==> src/rtl/module_name_block.sv <==
// module_name_block
//   Serial-to-parallel capture. D is an asynchronous serial input. It is passed
//   through a SYNC_STAGES-deep synchronizer and then assembled into MSB-first
//   frames of WIDTH bits. Frames are back-to-back, and their boundaries are fixed
//   by the instant nrst is released.
//
// Ports
//   clk      : system clock, rising edge
//   nrst     : asynchronous active-low reset
//   D        : serial data, asynchronous to clk, MSB first
//   q        : last completed frame, held until the next one completes
//   q_valid  : one-cycle strobe when q updates
//   q_parity : XOR of all bits of q, registered with q
`timescale 1ns/1ps
module module_name_block #(
    parameter int WIDTH       = 8,
    parameter int SYNC_STAGES = 2
) (
    input  logic             clk,
    input  logic             nrst,
    input  logic             D,
    output logic [WIDTH-1:0] q,
    output logic             q_valid,
    output logic             q_parity
);

    localparam int CW = $clog2(WIDTH);

    logic [SYNC_STAGES-1:0] sync;
    logic                   d_s;
    logic [2:0]             warm;
    logic                   warm_done;
    logic [WIDTH-2:0]       shift;
    logic [CW-1:0]          cnt;
    logic                   cnt_last;
    logic [WIDTH-1:0]       frame;

    assign d_s       = sync[SYNC_STAGES-1];
    assign warm_done = (warm == 3'(SYNC_STAGES));
    assign cnt_last  = (cnt == CW'(WIDTH - 1));
    // Only the low WIDTH-1 bits of the shift path are ever observed, so the
    // register keeps just those bits. The full word is that register with d_s appended.
    assign frame     = {shift, d_s};

    always_ff @(posedge clk or negedge nrst) begin
        if (!nrst) begin
            sync <= '0;
        end else begin
            sync <= {sync[SYNC_STAGES-2:0], D};
        end
    end

    // Holds framing off until the reset-state synchronizer contents have been flushed.
    always_ff @(posedge clk or negedge nrst) begin
        if (!nrst) begin
            warm <= '0;
        end else if (!warm_done) begin
            warm <= warm + 3'd1;
        end
    end

    always_ff @(posedge clk or negedge nrst) begin
        if (!nrst) begin
            shift <= '0;
            cnt   <= '0;
        end else if (warm_done) begin
            shift <= frame[WIDTH-2:0];
            cnt   <= cnt_last ? '0 : cnt + 1'b1;
        end
    end

    always_ff @(posedge clk or negedge nrst) begin
        if (!nrst) begin
            q        <= '0;
            q_valid  <= 1'b0;
            q_parity <= 1'b0;
        end else if (warm_done && cnt_last) begin
            q        <= frame;
            q_valid  <= 1'b1;
            q_parity <= ^frame;
        end else begin
            q_valid  <= 1'b0;
        end
    end

endmodule

==> config.mk <==
export PLATFORM = sky130hd
export DESIGN_NAME = module_name_block
export DESIGN_NICKNAME = d
export VERILOG_FILES = /design/src/rtl/module_name_block.sv
export SDC_FILE = /design/constraint.sdc
export NUM_CORES = 1
export LEC_CHECK = 0
export ABC_AREA = 1
export BUFFER_PORTS_ARGS = -buffer_cell sky130_fd_sc_hd__buf_2
export CAP_MARGIN = 5
export CORE_AREA = 4 4 65 49
export DETAILED_ROUTE_END_ITERATION = 10
export DIE_AREA = 0 0 69 53
export HOLD_SLACK_MARGIN = 0.1
export PLACE_DENSITY = 0.67
export SETUP_SLACK_MARGIN = 0.1
export SLEW_MARGIN = 10
export SYNTH_ARGS = -nofsm -noshare
export SYNTH_HDL_FRONTEND = slang
export SYNTH_SLANG_ARGS = --single-unit
==> constraint.sdc <==
create_clock -name clk -period 3.6 [get_ports clk]
set_clock_uncertainty 0.1 [all_clocks]
set_input_delay 0.54 -clock clk [delete_from_list [all_inputs] [get_ports clk]]
set_output_delay 0.54 -clock clk [all_outputs]
set_load 0.03 [all_outputs]
==> run metrics <==
post-synth cell types=19; area delta synth->final=11.27%; starting density of the core=43.70%; I/O pin count=13; clk sinks=25; share of cells above drive strength 1=~20%; Syn. warnings=0; First-pass DRT Iterations=4; Hold Crit Class=input pin to async pin; area of the die=3657 um^2; Final min period=approximately 1.8 ns; syn avg cell area=8.952 um^2; Final setup viols=0; htree depth=1; port buffer count=12; critical setup path kind=flip-flop to flip-flop; Routed WL=~2.0 mm; Cell Area, Synth=1155 um^2; RSZ-0062 raised after global routing=no; global-route wire length before repair=roughly 3.7 mm; Startpoint Class=flip-flop; GRT Residual Overflow=0; wire per inst=11.37 um; Synthesized Nets=between 100 and 150; Synth Register Bits=25; outcome=finished clean; crit path max-delay cell type=dfrtp_1; fmax=557.0 MHz; post-synthesis cell count=129; Critical Path End Type=flip-flop; Max Cap Viol=0; Crit path max-delay family=simple AND/OR/NAND/NOR gates; crit path cell chain=inv_1 > ha_1 > inv_1 > nor2_4 > inv_2 > nor2_8 > inv_4 > nand2_1 > o21ai_2; most frequent cells in the layout=58 x nand2_1, 25 x dfrtp_1, 12 x inv_1, 12 x buf_2, 9 x o21ai_0; P per Cell Area=between 400 and 500 nW/um^2; Post-DP HPWL=1.488 mm; RR Endpoint=q[3]; Die H=~53 um; Bufs and invs on worst path=4; P_leak=between 0.0006 and 0.0007 uW; CP most frequent cell=inv_1; vias per cell=approximately 4.7; remaining antenna violation count=0; RePlAce Congestion=~0.70; Total GRT Usage=between 10 and 15%; Final nets=150; CTS tree=built; worst-path maximum fanout=23; Worst path max stage delay=around 0.4 ns; final instance area=roughly 1300 um^2; Tot Pwr=~520 uW; commonest non-fill, non-tap cell in the layout=nand2_1; Die Wd=69 um; post-synthesis sequential area ratio=about 54%; Worst-Margin Slew=0.5617 ns; 1st-iter DRT viols=32; clk buf depth=2; largest net degree at the start of global routing=26; Post-DP Area=around 1200 um^2; Max VDD drop=roughly 260 uV; Fin. Hold Viols=0; relative slew slack=a little over three fifths; # resized after CTS=0; worst slack, placed=between 1.5 and 2 ns; worst r2r path cells=9; CP arrival=~1.9 ns; Vias=830; ANT cells=0; Critical Path Start=warm[0]; Worst Slack Setup Final=~1.8 ns; period utilization=around 50%; # hold bufs at CTS=0; Final TNS setup=0 ns; clk_lat worst skew=0.26 ns; clock buffer count from CTS=3; critical path required time=~3.7 ns; Root Buffer=clkbuf_8; slack of the worst reg-to-reg path=approximately 1.8 ns; # Post-CTS Setup Buffers=0; Pins Over Slew Limit=0; final hold slack=about 0.16 ns; Core Box Area=2643 um^2; Clk pin slew, worst setup/hold paths=0.08 ns; antenna violations before repair=0; number of global-route vias before repair=854; Rows=16; drt drc=0; RR Startpoint=warm[0]
state kept, by name, summed over array words and instances (netlist names):
signal    cells
shift         7
q_valid       1
q_parity      1
q             8
warm          3
cnt           3
sync          2
cell families (layout without fill, tap and decap cells):
family          count (synthesis)  after routing  synth area share (%)
compound gates                 18             18                 10.62
flops                          25             25                 54.17
buf+inv                        17             30                 6.500
fa+ha+maj                       4              4                 4.334
xor+xnor                        2              2                 1.517
simple gates                   63             63                 22.86
cell usage after synthesis:
library cell | number | area share [%]
buf_2 | 1 | 0.43
buf_6 | 1 | 0.98
clkbuf_1 | 1 | 0.32
dfrtp_1 | 25 | 54
ha_1 | 4 | 4.3
inv_1 | 12 | 3.9
inv_2 | 1 | 0.32
inv_4 | 1 | 0.54
nand2_1 | 58 | 19
nand2_2 | 1 | 0.54
nand3_1 | 1 | 0.43
nor2_1 | 1 | 0.32
nor2_4 | 1 | 0.98
nor2_8 | 1 | 1.7
o21a_1 | 1 | 0.65
o21ai_0 | 9 | 3.9
o21ai_2 | 8 | 6.1
xnor2_1 | 1 | 0.76
xor2_1 | 1 | 0.76
per-stage QoR:
| stage | instances | utilization [%] |
|---|---|---|
| 5_1_grt | 178 | 48.63 |
| 4_1_cts | 178 | 48.63 |
| 3_5_place_dp | 174 | 46.92 |
| 3_3_place_gp | 174 | 46.92 |
| 6_report | 178 | 48.63 |
| 2_1_floorplan | 129 | - |
worst max path at each step:
stage | to | cells after the start
finish | q[3] | 9
global route | q[3] | 9
CTS | q[3] | 9
detailed placement | q[3] | 9
global placement | q[4] | 9
floorplan | q_parity | 8
power breakdown:
| group | internal [uW] | switching [uW] | total (uW) | leakage, uW |
|---|---|---|---|---|
| logic | 16.3 | 39.0 | 55.3 | 0.000374 |
| clock network | 79.0 | 82.2 | 161 | 0.0000228 |
| registers | 292 | 7.66 | 300 | 0.000288 |
final cells by class:
cell class              instances  area, um^2
fillers                       264        1358
flip-flops and latches         25       625.6
multi-input cells              87       454.2
repair buffers                 12       60.06
inverters                      14       55.05
clock buffers                   4       45.04
well taps                      36       45.04
routing by layer:
layer | up-vias | GRT usage (%) | share of wire, %
li1 | 421 | - | -
met2 | 15 | 22.94 | 49
met3 | 2 | 4.554 | 4.3
met1 | 392 | 14.79 | 46
met4 | 0 | 2.597 | 0.64
met5 | - | 0 | 0
No activity file was read; power rests on OpenSTA's default activity.
